File: src/rtl/csr_pkg.sv
// Shared definitions for the machine-mode CSR file:
// CSR addresses, bit positions, cause codes and Zicsr ops.
package csr_pkg;

  localparam logic [11:0] ADDR_MSTATUS  = 12'h300;
  localparam logic [11:0] ADDR_MIE      = 12'h304;
  localparam logic [11:0] ADDR_MTVEC    = 12'h305;
  localparam logic [11:0] ADDR_MEPC     = 12'h341;
  localparam logic [11:0] ADDR_MCAUSE   = 12'h342;
  localparam logic [11:0] ADDR_MIP      = 12'h344;
  localparam logic [11:0] ADDR_MCYCLE   = 12'hB00;
  localparam logic [11:0] ADDR_MCYCLEH  = 12'hB80;
  localparam logic [11:0] ADDR_MINSTRET = 12'hB02;
  localparam logic [11:0] ADDR_MINSTRH  = 12'hB82;

  localparam int MIE_BIT        = 3;
  localparam int MPIE_BIT       = 7;
  localparam int MPP_LO         = 11;
  localparam int MPP_HI         = 12;
  localparam int MTIX           = 7;
  localparam int MEIX           = 11;
  localparam int LOCAL_IRQ_BASE = 16;

  localparam logic [31:0] CAUSE_TIMER    = 32'h8000_0007;
  localparam logic [31:0] CAUSE_EXT_BASE = 32'h8000_0010;

  typedef enum logic [2:0] {
    CSR_RW  = 3'b001,
    CSR_RS  = 3'b010,
    CSR_RC  = 3'b011,
    CSR_RWI = 3'b101,
    CSR_RSI = 3'b110,
    CSR_RCI = 3'b111
  } csr_op_e;

endpackage

File: src/rtl/irq_prio_enc.sv
// Interrupt priority encoder: lowest external line
// first, timer last; reports the mcause to take.
module irq_prio_enc
  import csr_pkg::*;
#(
  parameter int NUM_EXT_IRQ = 2
) (
  input  logic [NUM_EXT_IRQ-1:0] ext_pend_i,
  input  logic                   tmr_pend_i,
  output logic                   valid_o,
  output logic [31:0]            cause_o
);

  // Scan high to low so the lowest pending line wins.
  always_comb begin
    valid_o = (|ext_pend_i) | tmr_pend_i;
    cause_o = tmr_pend_i ? CAUSE_TIMER : 32'h0;
    for (int i = NUM_EXT_IRQ - 1; i >= 0; i--) begin
      if (ext_pend_i[i]) begin
        cause_o = CAUSE_EXT_BASE + 32'(i);
      end
    end
  end

endmodule

File: src/rtl/csr_trap_ctrl.sv
// Machine-mode CSR file, interrupt entry/return
// and wfi hold for the pipelined RV32 core.
module csr_trap_ctrl
  import csr_pkg::*;
#(
  parameter int          NUM_EXT_IRQ = 2,
  parameter logic [31:0] RESET_TVEC  = 32'h0001_0000
) (
  input  logic                   clk,
  input  logic                   rst,
  input  logic [2:0]             csr_op,
  input  logic [11:0]            csr_addr,
  input  logic                   csr_valid,
  input  logic [31:0]            rs1_data,
  input  logic [4:0]             zimm,
  input  logic                   is_mret,
  input  logic                   is_wfi,
  input  logic [31:0]            pc,
  input  logic                   retire,
  input  logic                   stall,
  input  logic [NUM_EXT_IRQ-1:0] ext_irq,
  input  logic                   timer_irq,
  output logic [31:0]            csr_rdata,
  output logic                   trap_take,
  output logic [31:0]            trap_pc,
  output logic                   ret_take,
  output logic [31:0]            ret_pc,
  output logic                   wfi_stall
);

  localparam logic [31:0] ONE = 32'd1;
  localparam logic [31:0] LINE_MASK =
    ((ONE << NUM_EXT_IRQ) - ONE) << LOCAL_IRQ_BASE;
  localparam logic [31:0] MIE_MASK =
    LINE_MASK | (ONE << MTIX) | (ONE << MEIX);
  localparam logic [31:0] EPC_MASK = 32'hFFFF_FFFC;

  logic        mst_mie_q, mst_mie_d;
  logic        mst_mpie_q, mst_mpie_d;
  logic [31:0] mie_q, mie_d;
  logic [29:0] base_q, base_d;
  logic        mode_q, mode_d;
  logic [31:0] mepc_q, mepc_d;
  logic [31:0] mcause_q, mcause_d;
  logic [63:0] mcycle_q, mcycle_d;
  logic [63:0] minstret_q, minstret_d;
  logic        wfi_q, wfi_d;

  logic [31:0] mip;
  logic [31:0] pending;
  logic [31:0] mstatus;
  logic [31:0] rdata;
  logic [31:0] src;
  logic [31:0] wdata;
  logic        do_wr;
  logic        wr_en;
  logic        irq_valid;
  logic [31:0] irq_cause;
  logic [31:0] base32;

  // Live interrupt lines and the enabled subset.
  always_comb begin
    mip = 32'h0;
    mip[MTIX] = timer_irq;
    mip[MEIX] = |ext_irq;
    mip[LOCAL_IRQ_BASE +: NUM_EXT_IRQ] = ext_irq;
    pending = mip & mie_q;
  end

  // The MEIP aggregate never fires alone: only
  // line bits and the timer feed the encoder.
  irq_prio_enc #(
    .NUM_EXT_IRQ(NUM_EXT_IRQ)
  ) u_prio (
    .ext_pend_i(pending[LOCAL_IRQ_BASE +: NUM_EXT_IRQ]),
    .tmr_pend_i(pending[MTIX]),
    .valid_o   (irq_valid),
    .cause_o   (irq_cause)
  );

  // Old-value read mux.
  always_comb begin
    mstatus = 32'h0;
    mstatus[MPP_HI:MPP_LO] = 2'b11;
    mstatus[MPIE_BIT] = mst_mpie_q;
    mstatus[MIE_BIT] = mst_mie_q;
    case (csr_addr)
      ADDR_MSTATUS:  rdata = mstatus;
      ADDR_MIE:      rdata = mie_q;
      ADDR_MTVEC:    rdata = {base_q, 1'b0, mode_q};
      ADDR_MEPC:     rdata = mepc_q;
      ADDR_MCAUSE:   rdata = mcause_q;
      ADDR_MIP:      rdata = mip;
      ADDR_MCYCLE:   rdata = mcycle_q[31:0];
      ADDR_MCYCLEH:  rdata = mcycle_q[63:32];
      ADDR_MINSTRET: rdata = minstret_q[31:0];
      ADDR_MINSTRH:  rdata = minstret_q[63:32];
      default:       rdata = 32'h0;
    endcase
  end

  // Zicsr write value; set/clear with zero source skip.
  always_comb begin
    src = csr_op[2] ? {27'h0, zimm} : rs1_data;
    wdata = rdata;
    do_wr = 1'b0;
    unique case (csr_op)
      CSR_RW, CSR_RWI: begin
        wdata = src;
        do_wr = 1'b1;
      end
      CSR_RS, CSR_RSI: begin
        wdata = rdata | src;
        do_wr = |src;
      end
      CSR_RC, CSR_RCI: begin
        wdata = rdata & ~src;
        do_wr = |src;
      end
      default: ;
    endcase
  end

  // Trap, return and handler target.
  always_comb begin
    trap_take = mst_mie_q & irq_valid & ~stall;
    ret_take  = is_mret & ~stall & ~trap_take;
    wr_en     = csr_valid & do_wr & ~stall & ~trap_take;
    base32    = {base_q, 2'b00};
    trap_pc   = mode_q
              ? base32 + {25'h0, irq_cause[4:0], 2'b00}
              : base32;
    ret_pc    = mepc_q;
    csr_rdata = rdata;
    wfi_stall = wfi_q;
  end

  // Next-state: trap beats mret beats CSR write.
  always_comb begin
    mst_mie_d  = mst_mie_q;
    mst_mpie_d = mst_mpie_q;
    mie_d      = mie_q;
    base_d     = base_q;
    mode_d     = mode_q;
    mepc_d     = mepc_q;
    mcause_d   = mcause_q;
    wfi_d      = wfi_q;
    mcycle_d   = mcycle_q + 64'd1;
    minstret_d = minstret_q
               + {63'h0, retire & ~stall};
    if (trap_take) begin
      mst_mpie_d = mst_mie_q;
      mst_mie_d  = 1'b0;
      mepc_d     = (wfi_q ? pc + 32'd4 : pc)
                 & EPC_MASK;
      mcause_d   = irq_cause;
    end else if (ret_take) begin
      mst_mie_d  = mst_mpie_q;
      mst_mpie_d = 1'b1;
    end else if (wr_en) begin
      case (csr_addr)
        ADDR_MSTATUS: begin
          mst_mie_d  = wdata[MIE_BIT];
          mst_mpie_d = wdata[MPIE_BIT];
        end
        ADDR_MIE:      mie_d = wdata & MIE_MASK;
        ADDR_MTVEC: begin
          base_d = wdata[31:2];
          if (!wdata[1]) mode_d = wdata[0];
        end
        ADDR_MEPC:     mepc_d = wdata & EPC_MASK;
        ADDR_MCAUSE:   mcause_d = wdata;
        ADDR_MCYCLE:   mcycle_d[31:0] = wdata;
        ADDR_MCYCLEH:  mcycle_d[63:32] = wdata;
        ADDR_MINSTRET: minstret_d[31:0] = wdata;
        ADDR_MINSTRH:  minstret_d[63:32] = wdata;
        default: ;
      endcase
    end
    if (wfi_q) begin
      if (irq_valid) wfi_d = 1'b0;
    end else if (is_wfi && !stall && !irq_valid) begin
      wfi_d = 1'b1;
    end
  end

  // Architectural state registers.
  always_ff @(posedge clk or negedge rst) begin
    if (!rst) begin
      mst_mie_q  <= 1'b0;
      mst_mpie_q <= 1'b0;
      mie_q      <= 32'h0;
      base_q     <= RESET_TVEC[31:2];
      mode_q     <= RESET_TVEC[0];
      mepc_q     <= 32'h0;
      mcause_q   <= 32'h0;
      mcycle_q   <= 64'h0;
      minstret_q <= 64'h0;
      wfi_q      <= 1'b0;
    end else begin
      mst_mie_q  <= mst_mie_d;
      mst_mpie_q <= mst_mpie_d;
      mie_q      <= mie_d;
      base_q     <= base_d;
      mode_q     <= mode_d;
      mepc_q     <= mepc_d;
      mcause_q   <= mcause_d;
      mcycle_q   <= mcycle_d;
      minstret_q <= minstret_d;
      wfi_q      <= wfi_d;
    end
  end

endmodule
File: config.mk
export PLATFORM = sky130hd
export DESIGN_NAME = csr_trap_ctrl
export DESIGN_NICKNAME = d
export VERILOG_FILES = /design/src/rtl/csr_pkg.sv /design/src/rtl/irq_prio_enc.sv /design/src/rtl/csr_trap_ctrl.sv
export SDC_FILE = /design/constraint.sdc
export NUM_CORES = 1
export LEC_CHECK = 0
export BUFFER_PORTS_ARGS = -buffer_cell sky130_fd_sc_hd__buf_2
export CORE_AREA = 2 2 193 289
export DETAILED_ROUTE_END_ITERATION = 10
export DIE_AREA = 0 0 195 291
export PLACE_DENSITY = 0.57
export SLEW_MARGIN = 20
export SYNTH_ARGS = -nofsm -noshare
export SYNTH_HDL_FRONTEND = slang
export SYNTH_SLANG_ARGS = --single-unit
File: constraint.sdc
create_clock -name clk -period 2.6 [get_ports clk]
set_input_delay 0.26 -clock clk [delete_from_list [all_inputs] [get_ports clk]]
set_output_delay 0.26 -clock clk [all_outputs]
set_load 0.02 [all_outputs]
# Word-level counts from Yosys, hierarchy flattened

Cells that the tools add are included.
W data, S select, Z words.

Register bits: 230
Input port bits: 94
Output and inout bits: 99
Logic and storage cells: 108

Add/subtract/negate cells: 4
Equal/unequal tests: 17
Muxes and demuxes: 38
Bitwise operators: 17
Reductions and logical operators: 22

Operators with widths:

| operator                | number |
|---|---|
| $mux W32                | 18 |
| $mux W64                | 6 |
| $pmux W32 S10           | 1 |
| $pmux W32 S3            | 1 |
| $eq A12 B10 Y1 const B  | 6 |
| $add A64 B1 Y64         | 1 |
| $add A64 B1 Y64 const B | 1 |
| $eq A12 B12 Y1 const B  | 4 |
| $add A32 B3 Y32 const B | 1 |
| $add A32 B7 Y32         | 1 |
| $and A32 B32 Y32        | 1 |
| $not A32 Y32            | 1 |
| $or A32 B32 Y32         | 1 |
| $reduce_or A32 Y1       | 1 |
| $and A18 B18 Y18        | 1 |
| $mux W1                 | 11 |
| $reduce_or A2 Y1        | 5 |
| $eq A3 B3 Y1 const B    | 3 |
| $and A1 B1 Y1           | 8 |
| $reduce_and A4 Y1       | 2 |
| $eq A3 B2 Y1 const B    | 2 |
| $reduce_and A3 Y1       | 2 |
| $reduce_bool A2 Y1      | 3 |
| $reduce_bool A3 Y1      | 2 |
| other kinds (10)        | 15 |

# Logic depth before layout (Yosys ltp)

Gate-level depths: netlist (run 1).

Depth after elaboration: 11
Depth in mapped cells: 11
Depth with buffers taken out: 11

# Modules after synthesis

From an unflattened synthesis (run 1), not the netlist that was laid out.

Cell total of the unflattened synthesis: 1,781
Area total of the unflattened synthesis: 15,472.3 sq um

By module, submodules not included:

| module        | times used | cells each | area each (sq um) | seq. area each (sq um) |
|---|---|---|---|---|
| csr_trap_ctrl | 1          | 1,747      | 15,222.1          | 5,706.7 |
| irq_prio_enc  | 1          | 34         | 250.2             | 0.0 |

# Least setup slack after synthesis (run 1)

OpenSTA, ideal clock, no wires.

Path type: reg2out
Start point: register mie_q[16]
End point: output trap_pc[30]
Arrival time: 2.833 ns
Required time: 2.340 ns
Path slack: -0.493 ns
Cell stages (with the launch flop): 12
Path buffers: 0
Cells stage by stage: dfrtp_1 nand2_1 a21boi_0 ha_1 inv_1 fa_1 nor2b_1 o211ai_1 a2111o_1 or2_2 nor2_1 xor2_1

Word-level cells in the longest chain between the ends: 4

Ends and longest elaborated chain:

| item                   | RTL line             | text |
|---|---|---|
| start, declared        | csr_trap_ctrl.sv:40  | `logic [31:0] mie_q, mie_d;` |
| start signal, assigned | csr_trap_ctrl.sv:203 | `mie_q <= mie_d;` |
| $and A18 B18 Y18       | csr_trap_ctrl.sv:67  | `pending = mip & mie_q;` |
| $mux W32               | irq_prio_enc.sv:19   | `if (ext_pend_i[i]) begin` |
| $add A32 B7 Y32        | csr_trap_ctrl.sv:131 | `? base32 + {25'h0, irq_cause[4:0], 2'b00}` |
| $mux W32               | csr_trap_ctrl.sv:131 |  |
| end, declared          | csr_trap_ctrl.sv:25  | `output logic [31:0] trap_pc,` |

No other way between the ends.

# Final worst setup path (run 1)

Same ends and word-level chain as after synthesis.

==> results of run 1 <==
## logic make-up after synthesis
family | count (synthesis) | synth area share
buffers and inverters | 188 | 0.0540
other | 1 | 0.000233
flip-flops | 228 | 0.355
AND/OR/NAND/NOR | 673 | 0.230
AO/OA/AOI/OAI | 306 | 0.138
multiplexers | 170 | 0.107
XOR/XNOR | 200 | 0.109
adder cells (fa/ha/maj) | 9 | 0.00746
## cell type report
class / count / area share
Inverter: 69 / 0.0122
Timing Repair Buffer: 491 / 0.179
Clock buffer: 36 / 0.0353
Sequential cell: 228 / 0.262
Multi-Input combinational cell: 1362 / 0.463
Clock inverter: 12 / 0.00787
Tap cell: 695 / 0.0399
Antenna cell: 2 / 0.000230
## Yosys cell counts (all sizes together) (15+ instances only)
| cell | count | area, um2 |
|---|---|---|
| dfrtp | 227 | 5680 |
| nand2 | 192 | 728 |
| mux2i | 154 | 1540 |
| xnor2 | 117 | 1020 |
| nand4 | 109 | 688 |
| xor2 | 83 | 727 |
| o21ai | 77 | 389 |
| nand3 | 74 | 370 |
| buf | 69 | 418 |
| inv | 69 | 259 |
| nor2 | 64 | 240 |
| clkbuf | 50 | 191 |
| a21oi | 45 | 225 |
| nor4 | 44 | 303 |
| nor3 | 41 | 270 |
| a22oi | 31 | 233 |
| nor2b | 30 | 188 |
| o221ai | 29 | 317 |
| and3 | 27 | 169 |
| a22o | 19 | 166 |
| and4 | 19 | 166 |
| mux2 | 16 | 180 |
| and2 | 15 | 93.8 |
| nand2b | 15 | 93.8 |
## cells in the final DEF (no fill, tap or decap), types with 45 or more instances in the layout
cell type / instances
o21ai_0: 51
nand4_1: 108
mux2i_1: 153
buf_2: 152
nand3_1: 68
inv_1: 66
xnor2_1: 109
a21oi_1: 45
xor2_1: 77
buf_4: 277
nand2_1: 183
dfrtp_1: 227
nor2_1: 55
## power breakdown
part	switching (uW)	leakage [uW]	total, uW	internal, uW
clock	1660	0.000457	4130	2460
sequential	353	0.00275	4170	3810
combinational	1300	0.00697	2110	811
total	3310	0.0102	10400	7090
## layer usage
| metal | global-route usage | up-vias | share of wire |
|---|---|---|---|
| li1 | - | 7323 | - |
| met1 | 0.293 | 8036 | 0.37 |
| met2 | 0.439 | 773 | 0.49 |
| met3 | 0.0314 | 222 | 0.064 |
| met4 | 0.173 | 4 | 0.076 |
| met5 | 0 | - | 0.00035 |
## metrics by stage
step	setup WS (ns)	cells
2_1_floorplan	-0.124	1778
3_3_place_gp	-0.428	2816
3_5_place_dp	-0.462	2816
4_1_cts	-0.999	2873
5_1_grt	-1.12	2894
6_report	-1.07	2895
## worst max-delay path by stage
| stage | startpoint | endpoint | cells after the start |
|---|---|---|---|
| 2_1_floorplan | mie_q[16] | trap_pc[30] | 11 |
| 3_5_place_dp | ext_irq[0] | trap_pc[28] | 13 |
| 5_1_grt | mie_q[16] | trap_pc[28] | 12 |
| 4_1_cts | mie_q[16] | trap_pc[28] | 12 |
| 6_report | mie_q[16] | trap_pc[30] | 12 |
| 3_3_place_gp | ext_irq[0] | trap_pc[24] | 13 |
## registers in the layout (all words and copies together), names as in the netlist
| register | count |
|---|---|
| mcycle_q | 64 |
| minstret_q | 64 |
| mcause_q | 32 |
| base_q | 30 |
| ret_pc | 30 |
| mie_q | 4 |
| mode_q | 1 |
| mst_mie_q | 1 |
| mst_mpie_q | 1 |
| wfi_stall | 1 |
## worst max-delay path, stage by stage, from the launching register on
cell      delay (ns)
dfrtp_1         0.38
nand2_1         0.09
a21boi_4        0.22
ha_4            0.16
inv_2           0.04
fa_2            0.36
nor2b_4         0.13
o211ai_1        0.19
a2111o_1        0.48
or2_4           0.31
nor2_4          0.15
xor2_4          0.17
buf_6           0.14
## timing repair
action                                  CTS  global route
hold buffers                              2             0
buffers inserted                          7            17
pin swaps                                 5            22
gates cloned                              0             2
gates resized for setup                  61            70
endpoints found under the hold margin    54             0
endpoints found under the setup margin   42            45
==> results.rst, run 1 <==
.. list-table::
   :header-rows: 1

   * - Metric
     - Value
   * - Result of the run
     - complete, but fails checks
   * - Violations in the final reports
     - negative setup slack
   * - Final count of hold timing violations
     - 0
   * - Max-cap viol count
     - 0
   * - Critical path data arrival time
     - 3.41 ns
   * - Final Critical Period
     - 3.67 ns
   * - CTS clk-pin slew, worst paths
     - 0.06 ns
   * - Tot Pwr
     - 10400 uW
   * - Placement-stage cell area
     - 20000 um2
   * - Initial antenna violation count
     - 5
   * - Worst path required time
     - 2.34 ns
   * - Worst reg-to-reg setup slack
     - 0.16 ns
   * - Type of destination of the critical path
     - output port
   * - Final non-filler cell area
     - 21800 um2
   * - Net count, final
     - 2282
   * - R2R cell count
     - 9
   * - Cell area after synthesis
     - 16100 um2
   * - Die width
     - 195 um
   * - Avg Synthesized Cell Area
     - 9.07 um2
   * - Cells after Synth
     - 1775
   * - Crit share post-route
     - 1.41
   * - Maximum ir drop on the vdd rail
     - 0.392 mV
   * - Number of search-and-repair iterations in the first detailed-routing pass
     - 5
   * - Boundary Pins
     - 193
   * - Fin worst setup slack
     - -1.07 ns
   * - Worst-path maximum fanout
     - 4
   * - CP Class
     - reg2out
   * - TritonCTS clock tree
     - yes
   * - Register area
     - 5710 um2
   * - Dpl hpwl
     - 58700 um
   * - Startpoint type of the worst setup path
     - flop
   * - Worst Min Path Start
     - pc[7]
   * - Power per unit of standard cell area
     - 478 nW/um2
   * - Global-route wire length before repair
     - 108000 um
   * - Vias post-DR
     - 16400
   * - Slew Limit Headroom
     - 0.404
   * - 1st-iter DRT viols
     - 1448
   * - Number of buffers created by CTS
     - 27
   * - Sum of negative setup slack
     - -19.32 ns
   * - Average via count per standard cell
     - 5.65
   * - Final routed DRC violation total
     - 0
   * - H-tree depth
     - 1
   * - Clk buf depth
     - 3
   * - Post-Route WL
     - 74600 um
   * - Clk_skew
     - 0.0451 ns
   * - Yosys warnings
     - 0
   * - Pleak
     - 0.0102 uW
   * - Number of rows in the core area
     - 105
   * - Multi-input combinational cell area
     - 10100 um2
   * - Maximum number of pins on one net before global-route repair
     - 63
   * - Worst R2R Start
     - mie_q[17]
   * - GRT Overall Usage
     - 0.254
   * - Final Hold Slack
     - 0.0463 ns
   * - Count of flip-flops with a built-in enable after synthesis
     - 0
   * - Leftover overflow at the end of global routing
     - 0
   * - Final core utilization
     - 0.400
   * - Share of final-layout standard cells stronger than drive strength 1
     - 0.305
   * - Number of global-route vias before repair
     - 16300
   * - P&R area growth vs syn
     - 35.3%
   * - Kind of path behind the tightest hold check
     - in2reg
   * - Transition time at the pin with the least slew margin
     - 0.889 ns
   * - Master cell of the clock root buffer
     - clkbuf_16
   * - Die Outline Area
     - 56700 um2
   * - Number of max-slew violations in the final report
     - 0
   * - Maximum clock rate
     - 0.272 GHz
   * - Unrepaired setup endpoints after global routing
     - true
   * - Height of the chip
     - 291 um
   * - Share of the yosys chip area belonging to registers
     - 0.355
   * - Post-synth top flop
     - dfrtp_1
   * - Async set-or-reset flop fraction in the synthesized netlist
     - 1.00
   * - Total core area
     - 54400 um2
   * - Post-synthesis cell type count
     - 91
   * - Clk sink count
     - 228
   * - Routed WL per cell
     - 25.8 um
   * - Number of inserted filler cells in the final layout
     - 5510
   * - Effective utilization at floorplan
     - 0.296
   * - Clk_lat worst skew
     - 0.59 ns
   * - Terminus of the critical flop-to-flop path
     - mcycle_q[0]
   * - Endpoints failing setup
     - 28
   * - Hold Path Depth
     - 4
   * - Final GP Congestion
     - 1.01
   * - Number of register bits inferred by synthesis
     - 228
   * - Count of input and output buffers
     - 186
   * - WHS Endpoint
     - ret_pc[7]
   * - Final antenna-violating net count
     - 0
No activity file was read; power rests on OpenSTA's default activity.
==> run 2: changes to the inputs <==
- CORE_AREA: 2 2 193 289 -> 2 2 144 217
- DIE_AREA: 0 0 195 291 -> 0 0 146 219
- PLACE_DENSITY: 0.57 -> 0.86
==> results.rst, run 2 (synthesized netlist as in run 1, its figures left out) <==
.. list-table::
   :header-rows: 1

   * - Metric
     - Value
   * - Result of the run
     - complete, but fails checks
   * - Violations in the final reports
     - negative setup slack
   * - Worst-path maximum fanout
     - 4
   * - Number of global-route vias before repair
     - 16600
   * - Worst path required time
     - 2.34 ns
   * - Pleak
     - 0.00985 uW
   * - Number of logic stages on the critical path including buffering
     - 12
   * - Share of final-layout standard cells stronger than drive strength 1
     - 0.284
   * - Highest cell delay on the worst timing path
     - 0.48 ns
   * - Unrepaired setup endpoints after global routing
     - true
   * - Startpoint type of the worst setup path
     - flop
   * - Final core utilization
     - 0.688
   * - Final Hold Slack
     - 0.0624 ns
   * - Crit share post-route
     - 1.38
   * - Clk sink count
     - 228
   * - Power per unit of standard cell area
     - 476 nW/um2
   * - H-tree depth
     - 1
   * - Clk_skew
     - 0.00986 ns
   * - Maximum number of pins on one net before global-route repair
     - 74
   * - Sequential cell fraction of total power
     - 0.423
   * - Register area
     - 5710 um2
   * - CTS clk-pin slew, worst paths
     - 0.07 ns
   * - Slew Limit Headroom
     - 0.428
   * - Most common cell after layout, fill and taps aside
     - buf_4
   * - Transition time at the pin with the least slew margin
     - 0.853 ns
   * - Slowest stage cell on the critical path
     - a2111o_1
   * - Multi-input combinational cell area
     - 9890 um2
   * - Type of destination of the critical path
     - output port
   * - Diode insertion count for antenna repair
     - 0
   * - Leftover overflow at the end of global routing
     - 0
   * - Number of rows in the core area
     - 78
   * - Total core area
     - 30100 um2
   * - Final count of hold timing violations
     - 0
   * - Post-Route WL
     - 66300 um
   * - CP endpoint
     - trap_pc[26]
   * - Net load switching power
     - 3160 uW
   * - GRT Overall Usage
     - 0.410
   * - P_int
     - 6690 uW
   * - Die width
     - 146 um
   * - Number of max-slew violations in the final report
     - 0
   * - Final antenna-violating net count
     - 0
   * - Switching share of power
     - 0.321
   * - Maximum clock rate
     - 0.279 GHz
   * - Final routed DRC violation total
     - 0
   * - Metal-1 WL
     - 24900 um
   * - Routed wire length on met3
     - 5580 um
   * - TritonCTS clock tree
     - yes
   * - Terminus of the critical flop-to-flop path
     - ret_pc[4]
   * - Commonest non-fill, non-tap cells in the layout
     - buf_4 (266), dfrtp_1 (227), nand2_1 (187)
   * - R2R cell count
     - 10
   * - 1st-iter DRT viols
     - 1855
   * - Number of search-and-repair iterations in the first detailed-routing pass
     - 7
   * - Effective utilization at floorplan
     - 0.535
   * - Relative contribution of the clock network to total power
     - 0.373
   * - Top routing layer used
     - met4
   * - Worst R2R Start
     - mie_q[17]
   * - Vias post-DR
     - 16700
   * - Share of power burned in combinational logic
     - 0.204
   * - Average via count per standard cell
     - 6.52
   * - Kind of path behind the tightest hold check
     - in2reg
   * - Endpoints failing setup
     - 29
   * - Dpl hpwl
     - 51300 um
   * - Die Outline Area
     - 32000 um2
   * - Routed WL per cell
     - 25.8 um
   * - Number of inserted filler cells in the final layout
     - 2392
   * - Critical path data arrival time
     - 3.32 ns
   * - Height of the chip
     - 219 um
   * - Global-route wire length before repair
     - 99800 um
   * - Master cell of the clock root buffer
     - clkbuf_16
   * - Net count, final
     - 2253
   * - Initial antenna violation count
     - 0
   * - Length of routed met2 wiring
     - 31700 um
   * - Clk_lat worst skew
     - 0.55 ns
   * - Count of input and output buffers
     - 186
   * - Boundary Pins
     - 193
   * - Max-cap viol count
     - 0
   * - Crit path buf inv count
     - 2
   * - Final GP Congestion
     - 0.967
   * - Clk buf depth
     - 3
   * - Registers with the most flip-flops
     - mcycle_q (64), minstret_q (64), mcause_q (32)
   * - Maximum ir drop on the vdd rail
     - 0.527 mV
   * - P&R area growth vs syn
     - 28.6%
   * - Fin worst setup slack
     - -0.978 ns
   * - Final Critical Period
     - 3.58 ns
   * - Worst reg-to-reg setup slack
     - 0.10 ns
   * - CP Class
     - reg2out
   * - Kind of cell adding the most delay to the critical path
     - compound AO/OA/AOI/OAI gates
   * - Cell Chain, Critical Path
     - nand2_1, a21boi_2, ha_2, inv_2, fa_2, nor2b_4, o211ai_1, a2111o_1, or2_4, nor2_2, xnor2_2, buf_4
   * - Critical Path Start
     - mie_q[16]
   * - Number of buffers created by CTS
     - 23
-- run 2: cell types whose count changed in the layout (fill, tap and decap cells not counted), sizes merged --
cell	before	now
clkbuf	39	29
clkinv	4	8
clkinvlp	4	0
inv	69	70
diode	2	0
buf	486	464
-- run 2: worst min-delay path by stage --
stage,start,endpoint,slack [ns],cells after the start
finish,pc[8],ret_pc[8],0.06,4
global route,pc[8],ret_pc[8],0.1,4
CTS,pc[8],ret_pc[8],0.06,4
detailed placement,rst,minstret_q[35],0.26,1
global placement,rst,minstret_q[36],0.27,1
floorplan,rst,base_q[0],-0.04,0
-- run 2: final cells by class --
class,count,share of cell area
multi-input combinational,1362,0.478
clock inverter,13,0.00834
clock buffer,29,0.0304
sequential,228,0.276
timing repair buffer,466,0.171
inverter,69,0.0125
tap,400,0.0242
-- run 2: through the flow --
step                      setup WS, ns  cells  TNS (ns)  total power [uW]  area, um2
after detailed placement        -0.412   2513     -7.92              6140      19500
after floorplan                 -0.124   1778    -0.622              5130      16200
after CTS                       -0.942   2562    -17.11              9780      20500
final                           -0.978   2567    -18.12              9850      20700
after global placement          -0.354   2513     -4.88              6110      19500
after global routing             -1.06   2567    -21.12             10100      20700
-- run 2: worst register-to-register path, cell delays in order, from the launching register on --
cell and delay [ns]:
dfrtp_1 0.38, buf_4 0.15, a222oi_1 0.43, buf_4 0.20, nand2b_1 0.12, and3_2 0.24, o21a_1 0.18, buf_12 0.17
nand2_1 0.11, buf_4 0.22, o221ai_1 0.21
-- run 2: what timing repair did --
item,4_1_cts,5_1_grt
hold buffers,2,0
pin swaps,6,7
hold endpoints to repair,68,0
buffers inserted,5,7
gates cloned,0,0
endpoints found under the setup margin,35,68
resized for setup,47,37
-- run 2: power by group through the flow --
| stage | clock network (uW) | logic [uW] | registers (uW) |
|---|---|---|---|
| global route | 3790 | 2150 | 4170 |
| CTS | 3660 | 1970 | 4140 |
| floorplan | 0 | 854 | 4270 |
| global placement | 0 | 1910 | 4200 |
| finish | 3670 | 2010 | 4160 |
| detailed placement | 0 | 1940 | 4200 |
-- run 2: layer usage --
metal | GRT usage | up-vias
li1 | - | 7243
met1 | 0.507 | 8207
met2 | 0.703 | 1039
met3 | 0.0526 | 249
met4 | 0.217 | 0
met5 | 0 | -
